==> config.mk <==
export PLATFORM = sky130hd
export DESIGN_NAME = id_ex_stage_buffer
export DESIGN_NICKNAME = d
export VERILOG_FILES = /design/src/rtl/id_ex_stage_buffer.sv
export SDC_FILE = /design/constraint.sdc
export NUM_CORES = 1
export LEC_CHECK = 0
export CELL_PAD_IN_SITES_DETAIL_PLACEMENT = 0
export CELL_PAD_IN_SITES_GLOBAL_PLACEMENT = 2
export CORE_AREA = 4 4 182 140
export DETAILED_ROUTE_END_ITERATION = 8
export DIE_AREA = 0 0 186 144
export MAX_ROUTING_LAYER = met4
export PLACE_DENSITY_LB_ADDON = 0.1
export SKIP_LAST_GASP = 1
export SLEW_MARGIN = 20
export SYNTH_ARGS = -nofsm -noshare
export SYNTH_HDL_FRONTEND = slang
export SYNTH_SLANG_ARGS = --single-unit
export TNS_END_PERCENT = 20
==> constraint.sdc <==
create_clock -name clk -period 2.5 [get_ports clk]
set_clock_uncertainty 0.05 [all_clocks]
set_input_delay 0.375 -clock clk [delete_from_list [all_inputs] [get_ports clk]]
set_output_delay 0.375 -clock clk [all_outputs]
set_load 0.02 [all_outputs]
==> src/rtl/id_ex_stage_buffer.sv <==
// Elastic ID/EX stage: main entry plus one skid entry, valid/ready on both sides.
// State updates on the falling clock edge; async active-low reset.
module id_ex_stage_buffer #(
  parameter int DATA_W = 16,
  parameter int REG_W  = 3,
  parameter int CTRL_W = 8
) (
  input  logic              clk,
  input  logic              rst_n,
  input  logic              in_valid,
  output logic              in_ready,
  input  logic [DATA_W-1:0] in_pc_plus_two,
  input  logic [DATA_W-1:0] in_read_data_1,
  input  logic [DATA_W-1:0] in_read_data_2,
  input  logic [DATA_W-1:0] in_immediate,
  input  logic [REG_W-1:0]  in_rt,
  input  logic [REG_W-1:0]  in_rd,
  input  logic              in_reg_dest,
  input  logic [CTRL_W-1:0] in_ctrl,
  input  logic              flush,
  output logic              out_valid,
  input  logic              out_ready,
  output logic [DATA_W-1:0] out_pc_plus_two,
  output logic [DATA_W-1:0] out_read_data_1,
  output logic [DATA_W-1:0] out_read_data_2,
  output logic [DATA_W-1:0] out_immediate,
  output logic [REG_W-1:0]  out_rt,
  output logic [REG_W-1:0]  out_rd,
  output logic [REG_W-1:0]  out_dest,
  output logic [CTRL_W-1:0] out_ctrl
);

  typedef struct packed {
    logic [DATA_W-1:0] pc;
    logic [DATA_W-1:0] rd1;
    logic [DATA_W-1:0] rd2;
    logic [DATA_W-1:0] imm;
    logic [REG_W-1:0]  rt;
    logic [REG_W-1:0]  rd;
    logic [REG_W-1:0]  dest;
    logic [CTRL_W-1:0] ctrl;
  } entry_t;

  typedef enum logic [1:0] {
    EMPTY = 2'd0,
    ONE   = 2'd1,
    FULL  = 2'd2
  } state_t;

  state_t state_q, state_d;
  entry_t main_q, skid_q, in_e;
  logic   push, pop;
  logic   load_main_in, load_main_skid, load_skid;

  assign in_ready  = (state_q != FULL);
  assign out_valid = (state_q != EMPTY);
  assign push      = in_valid & in_ready;
  assign pop       = out_valid & out_ready;

  always_comb begin
    in_e      = '0;
    in_e.pc   = in_pc_plus_two;
    in_e.rd1  = in_read_data_1;
    in_e.rd2  = in_read_data_2;
    in_e.imm  = in_immediate;
    in_e.rt   = in_rt;
    in_e.rd   = in_rd;
    in_e.dest = in_reg_dest ? in_rd : in_rt;
    in_e.ctrl = in_ctrl;
  end

  always_comb begin
    state_d        = state_q;
    load_main_in   = 1'b0;
    load_main_skid = 1'b0;
    load_skid      = 1'b0;
    unique case (state_q)
      EMPTY: begin
        if (push) begin
          state_d      = ONE;
          load_main_in = 1'b1;
        end
      end
      ONE: begin
        if (push && pop) begin
          load_main_in = 1'b1;
        end else if (push) begin
          state_d   = FULL;
          load_skid = 1'b1;
        end else if (pop) begin
          state_d = EMPTY;
        end
      end
      FULL: begin
        if (pop) begin
          state_d        = ONE;
          load_main_skid = 1'b1;
        end
      end
      default: state_d = EMPTY;
    endcase
    // Squash wins over any handshake in the same cycle
    if (flush) begin
      state_d        = EMPTY;
      load_main_in   = 1'b0;
      load_main_skid = 1'b0;
      load_skid      = 1'b0;
    end
  end

  always_ff @(negedge clk or negedge rst_n) begin
    if (!rst_n) begin
      state_q <= EMPTY;
      main_q  <= '0;
      skid_q  <= '0;
    end else begin
      state_q <= state_d;
      if (load_main_in)
        main_q <= in_e;
      else if (load_main_skid)
        main_q <= skid_q;
      if (load_skid)
        skid_q <= in_e;
      // Entries left invalid must never carry live control bits
      if (state_d == EMPTY)
        main_q.ctrl <= '0;
      if (state_d != FULL)
        skid_q.ctrl <= '0;
    end
  end

  assign out_pc_plus_two = main_q.pc;
  assign out_read_data_1 = main_q.rd1;
  assign out_read_data_2 = main_q.rd2;
  assign out_immediate   = main_q.imm;
  assign out_rt          = main_q.rt;
  assign out_rd          = main_q.rd;
  assign out_dest        = main_q.dest;
  assign out_ctrl        = main_q.ctrl;

endmodule

# After elaboration in Yosys (flattened, before gate mapping)
# Index checks and enable logic that the tools add are counted.
# totals
input_bits,84
mem_bits_ro,0
latchBits,0
reg_bits,164
out_inout_bits,83
memories,0
elab_cells,53
mem_bits_rw,0
# classes
addsub,0
reduce_logical,7
n_shift,0
magnitude_cmp,0
eq_ne,4
n_mux,23
mul,0
bitwise,2
n_div,0
# ops
operator,n
$mux 81,2
$mux 8,3
$mux 2,6
$mux 1,9
$pmux 2 s3,1
$reduce_bool 2->1,3
$logic_not 2->1,2
$ne 2x2->1 const B,2
$mux 3,1
$reduce_bool 3->1,1
$and 1x1->1,2
$eq 2x1->1 const B,1
$eq 2x2->1 const B,1
$pmux 1 s2,1
$logic_and 1x1->1,1

# Depth between registers and ports, before layout
# logic_depth
word_depth,9
depth_mapped,7
mapped_depth_nobuf,4

==> impl_metrics.env <==
export IMPL_cap_violations=0
export IMPL_setup_ws_ns=-0.308
export IMPL_path_class="reg -> out"
export IMPL_worst_pin_slew_ns=0.526
export IMPL_hold_violations=0
export IMPL_relSlewSlack=0.648
export IMPL_status="finished, violations left"
export IMPL_clk_pin_slew_ns=0.05
export IMPL_slowest_stage="dfrtn_1"
export IMPL_synth_compound_area_share=0.0884
export IMPL_yosysTopAreaCell="dfrtn_1"
export IMPL_die_area_um2=26800
export IMPL_place_hpwl_um=14500
export IMPL_grt_antenna_before_repair=2
export IMPL_ctsHoldBuffers=0
export IMPL_drtAntennaViolNets=0
export IMPL_yosys_warnings=0
export IMPL_crit_buf_inv=1
export IMPL_cp_top_family="flip-flops"
export IMPL_setup_viol=245
export IMPL_grt_overflow=0
export IMPL_required_ns=2.08
export IMPL_synth_yosys_seq_area_share=0.566
export IMPL_drc_errors=0
export IMPL_synth_top_family_by_area="simple AND/OR/NAND/NOR gates"
export IMPL_avgSynthCellArea_um2=9.69
export IMPL_arrival_ns=2.38
export IMPL_grt_pass1_wl_um=35900
export IMPL_peakVddDrop_mv=0.548
export IMPL_synth_top_area_share=0.566
export IMPL_die_y_um=144
export IMPL_worstPathCellList="or2_4 > buf_6"
export IMPL_grt_pass1_vias=6256
export IMPL_finalMaxSlewViolations=0
export IMPL_cts_tree="done"
export IMPL_ys_seq_elements=164
export IMPL_drt_first_pass_iters=5
export IMPL_clock_path_buffers=2
export IMPL_cts_root_buf="clkbuf_16"
export IMPL_layout_drive_gt1_share=0.240
export IMPL_grt_max_degree=35
export IMPL_synth_mux_area_frac=0.115
export IMPL_drt_iter0_drc=326
export IMPL_syn_area_um2=7260
export IMPL_clock_latency_ns=0.40
export IMPL_syn_to_final_growth_pct=52.8
export IMPL_synth_most_common_cell="nand2_1"
export IMPL_power_per_cell_area_nw_per_um2=897
export IMPL_synth_xor_area_frac=0
export IMPL_ios=167
export IMPL_hold_ws_ns=0.374
export IMPL_start_util=0.307
export IMPL_synthesis_nets=833
export IMPL_ys_types=29
export IMPL_setup_worst_path_end_class="output pin"
export IMPL_async_flop_share=1.00
export IMPL_die_w_um=186
export IMPL_utilization=0.468
export IMPL_vias=6122
export IMPL_cts_buffers=17
export IMPL_port_buffers=166
export IMPL_track_usage=0.178
export IMPL_cts_sinks=164
export IMPL_failed_checks="setup timing"
export IMPL_hp_class="reg -> reg"
export IMPL_synthFlopType="dfrtn_1"
export IMPL_synthCells=749
export IMPL_p_leak_nw=5.31
export IMPL_setup_tns_ns=-39.43
export IMPL_routed_wl_um=22700
export IMPL_synth_commonest_cells="246 x nand2_1, 164 x dfrtn_1, 72 x inv_1, 70 x mux2i_1, 70 x o22ai_1"
export IMPL_rows=49
export IMPL_synth_area_leaders="dfrtn_1 57%, nand2_1 13%, mux2i_1 9.7%, o22ai_1 6.0%, inv_1 3.7%"
export IMPL_dp_slack_ns=-1.11
export IMPL_crit_fanout=3
export IMPL_start_kind="flip-flop"
export IMPL_nets=1072
export IMPL_wl_per_cell_um=17.3
export IMPL_synth_fa_ha_area_frac=0
export IMPL_synth_edf_count=0
export IMPL_max_stage_delay_ns=0.36
export IMPL_via_per_inst=4.68
export IMPL_yosys_area_share_simple=0.151
export IMPL_core_area_um2=23700
export IMPL_rsz0062_at_grt="yes"
export IMPL_gp_congestion=0.765
export IMPL_cts_max_level=4
==> final cells by class <==
cell class | count | area (µm²)
fill | 2194 | 12600
sequential | 164 | 4100
timing repair buffer | 268 | 3020
multi-input combinational | 465 | 2670
clock buffer | 19 | 443
tap | 306 | 383
inverter | 72 | 270
clock inverter | 13 | 186
antenna | 2 | 5.00
==> cells by family after synthesis <==
family | count (synthesis)
flip-flops | 164
multiplexers | 82
AND/OR/NAND/NOR | 276
buffers and inverters | 120
AO/OA/AOI/OAI | 107
==> tightest hold or removal path, delay by kind of cell, from the launching register on <==
family | cells | cell delay, ns
flip-flops | 1 | 0.40
AND/OR/NAND/NOR | 2 | 0.11
==> state kept, by name, summed over array words and instances, names as in the netlist <==
name / cells
out_pc_plus_two: 16
out_read_data_1: 16
out_read_data_2: 16
out_ctrl: 8
skid_q: 81
out_immediate: 16
out_rd: 3
out_rt: 3
state_q: 2
out_dest: 3
==> timing repair <==
| item | 4_1_cts | 5_1_grt |
|---|---|---|
| hold endpoints to repair | 0 | 0 |
| gates cloned | 10 | 0 |
| gates resized for setup | 273 | 188 |
| pin swaps | 4 | 0 |
| endpoints found under the setup margin | 247 | 245 |
| buffers inserted | 19 | 18 |
==> per-layer routing <==
layer,wire length [µm],up-vias,global-route usage
li1,-,2938,-
met1,10800,3003,0.251
met2,10300,162,0.260
met3,1330,19,0.0425
met4,249,0,0.0410
met5,0,-,-
==> cell usage in the layout (no fill, tap or decap), types with 2 or more instances in the layout <==
cell	n
clkbuf_16	17
clkdlybuf4s50_1	78
inv_6	3
dfrtn_1	164
inv_8	4
clkdlybuf4s15_2	12
buf_4	69
o21ai_0	17
or2_4	2
mux2i_1	70
o22ai_2	4
buf_16	11
nor2_1	10
mux2_2	6
buf_8	3
buf_6	66
a31oi_1	8
bufinv_16	3
o22ai_1	66
a21oi_1	8
nand3_1	8
clkinv_4	2
inv_1	72
nand2_1	244
nor2b_4	2
clkdlybuf4s15_1	7
mux2_4	6
diode_2	2
nand2b_1	3
buf_12	19
==> worst paths after layout <==
check | startpoint | to | slack [ns] | cells past startpoint
setup / recovery | state_q[0] | out_valid | -0.31 | 2
hold / removal | skid_q[14] | skid_q[14] | 0.37 | 2
setup reg to reg | state_q[1] | out_dest[1] | 0.47 | 5
hold reg to reg | skid_q[14] | skid_q[14] | 0.37 | 2
max in group asynchronous | rst_n | out_immediate[0] | 0.86 | 2
min in group asynchronous | rst_n | skid_q[57] | 0.96 | 1
==> power by group <==
| part | internal, mW | switching (mW) |
|---|---|---|
| Combinational | 1.65 | 1.53 |
| Sequential | 3.44 | 0.488 |
| Clock | 1.64 | 1.20 |
| Total | 6.73 | 3.21 |
==> per-stage QoR <==
step / instances / instance area [µm²] / power [mW]
floorplan: 749 / 7290 / 5.27
global placement: 1230 / 9640 / 6.70
detailed placement: 1230 / 9640 / 6.77
CTS: 1289 / 10900 / 9.74
global route: 1309 / 11100 / 10.5
finish: 1309 / 11100 / 9.95
No activity file was read; power rests on OpenSTA's default activity.
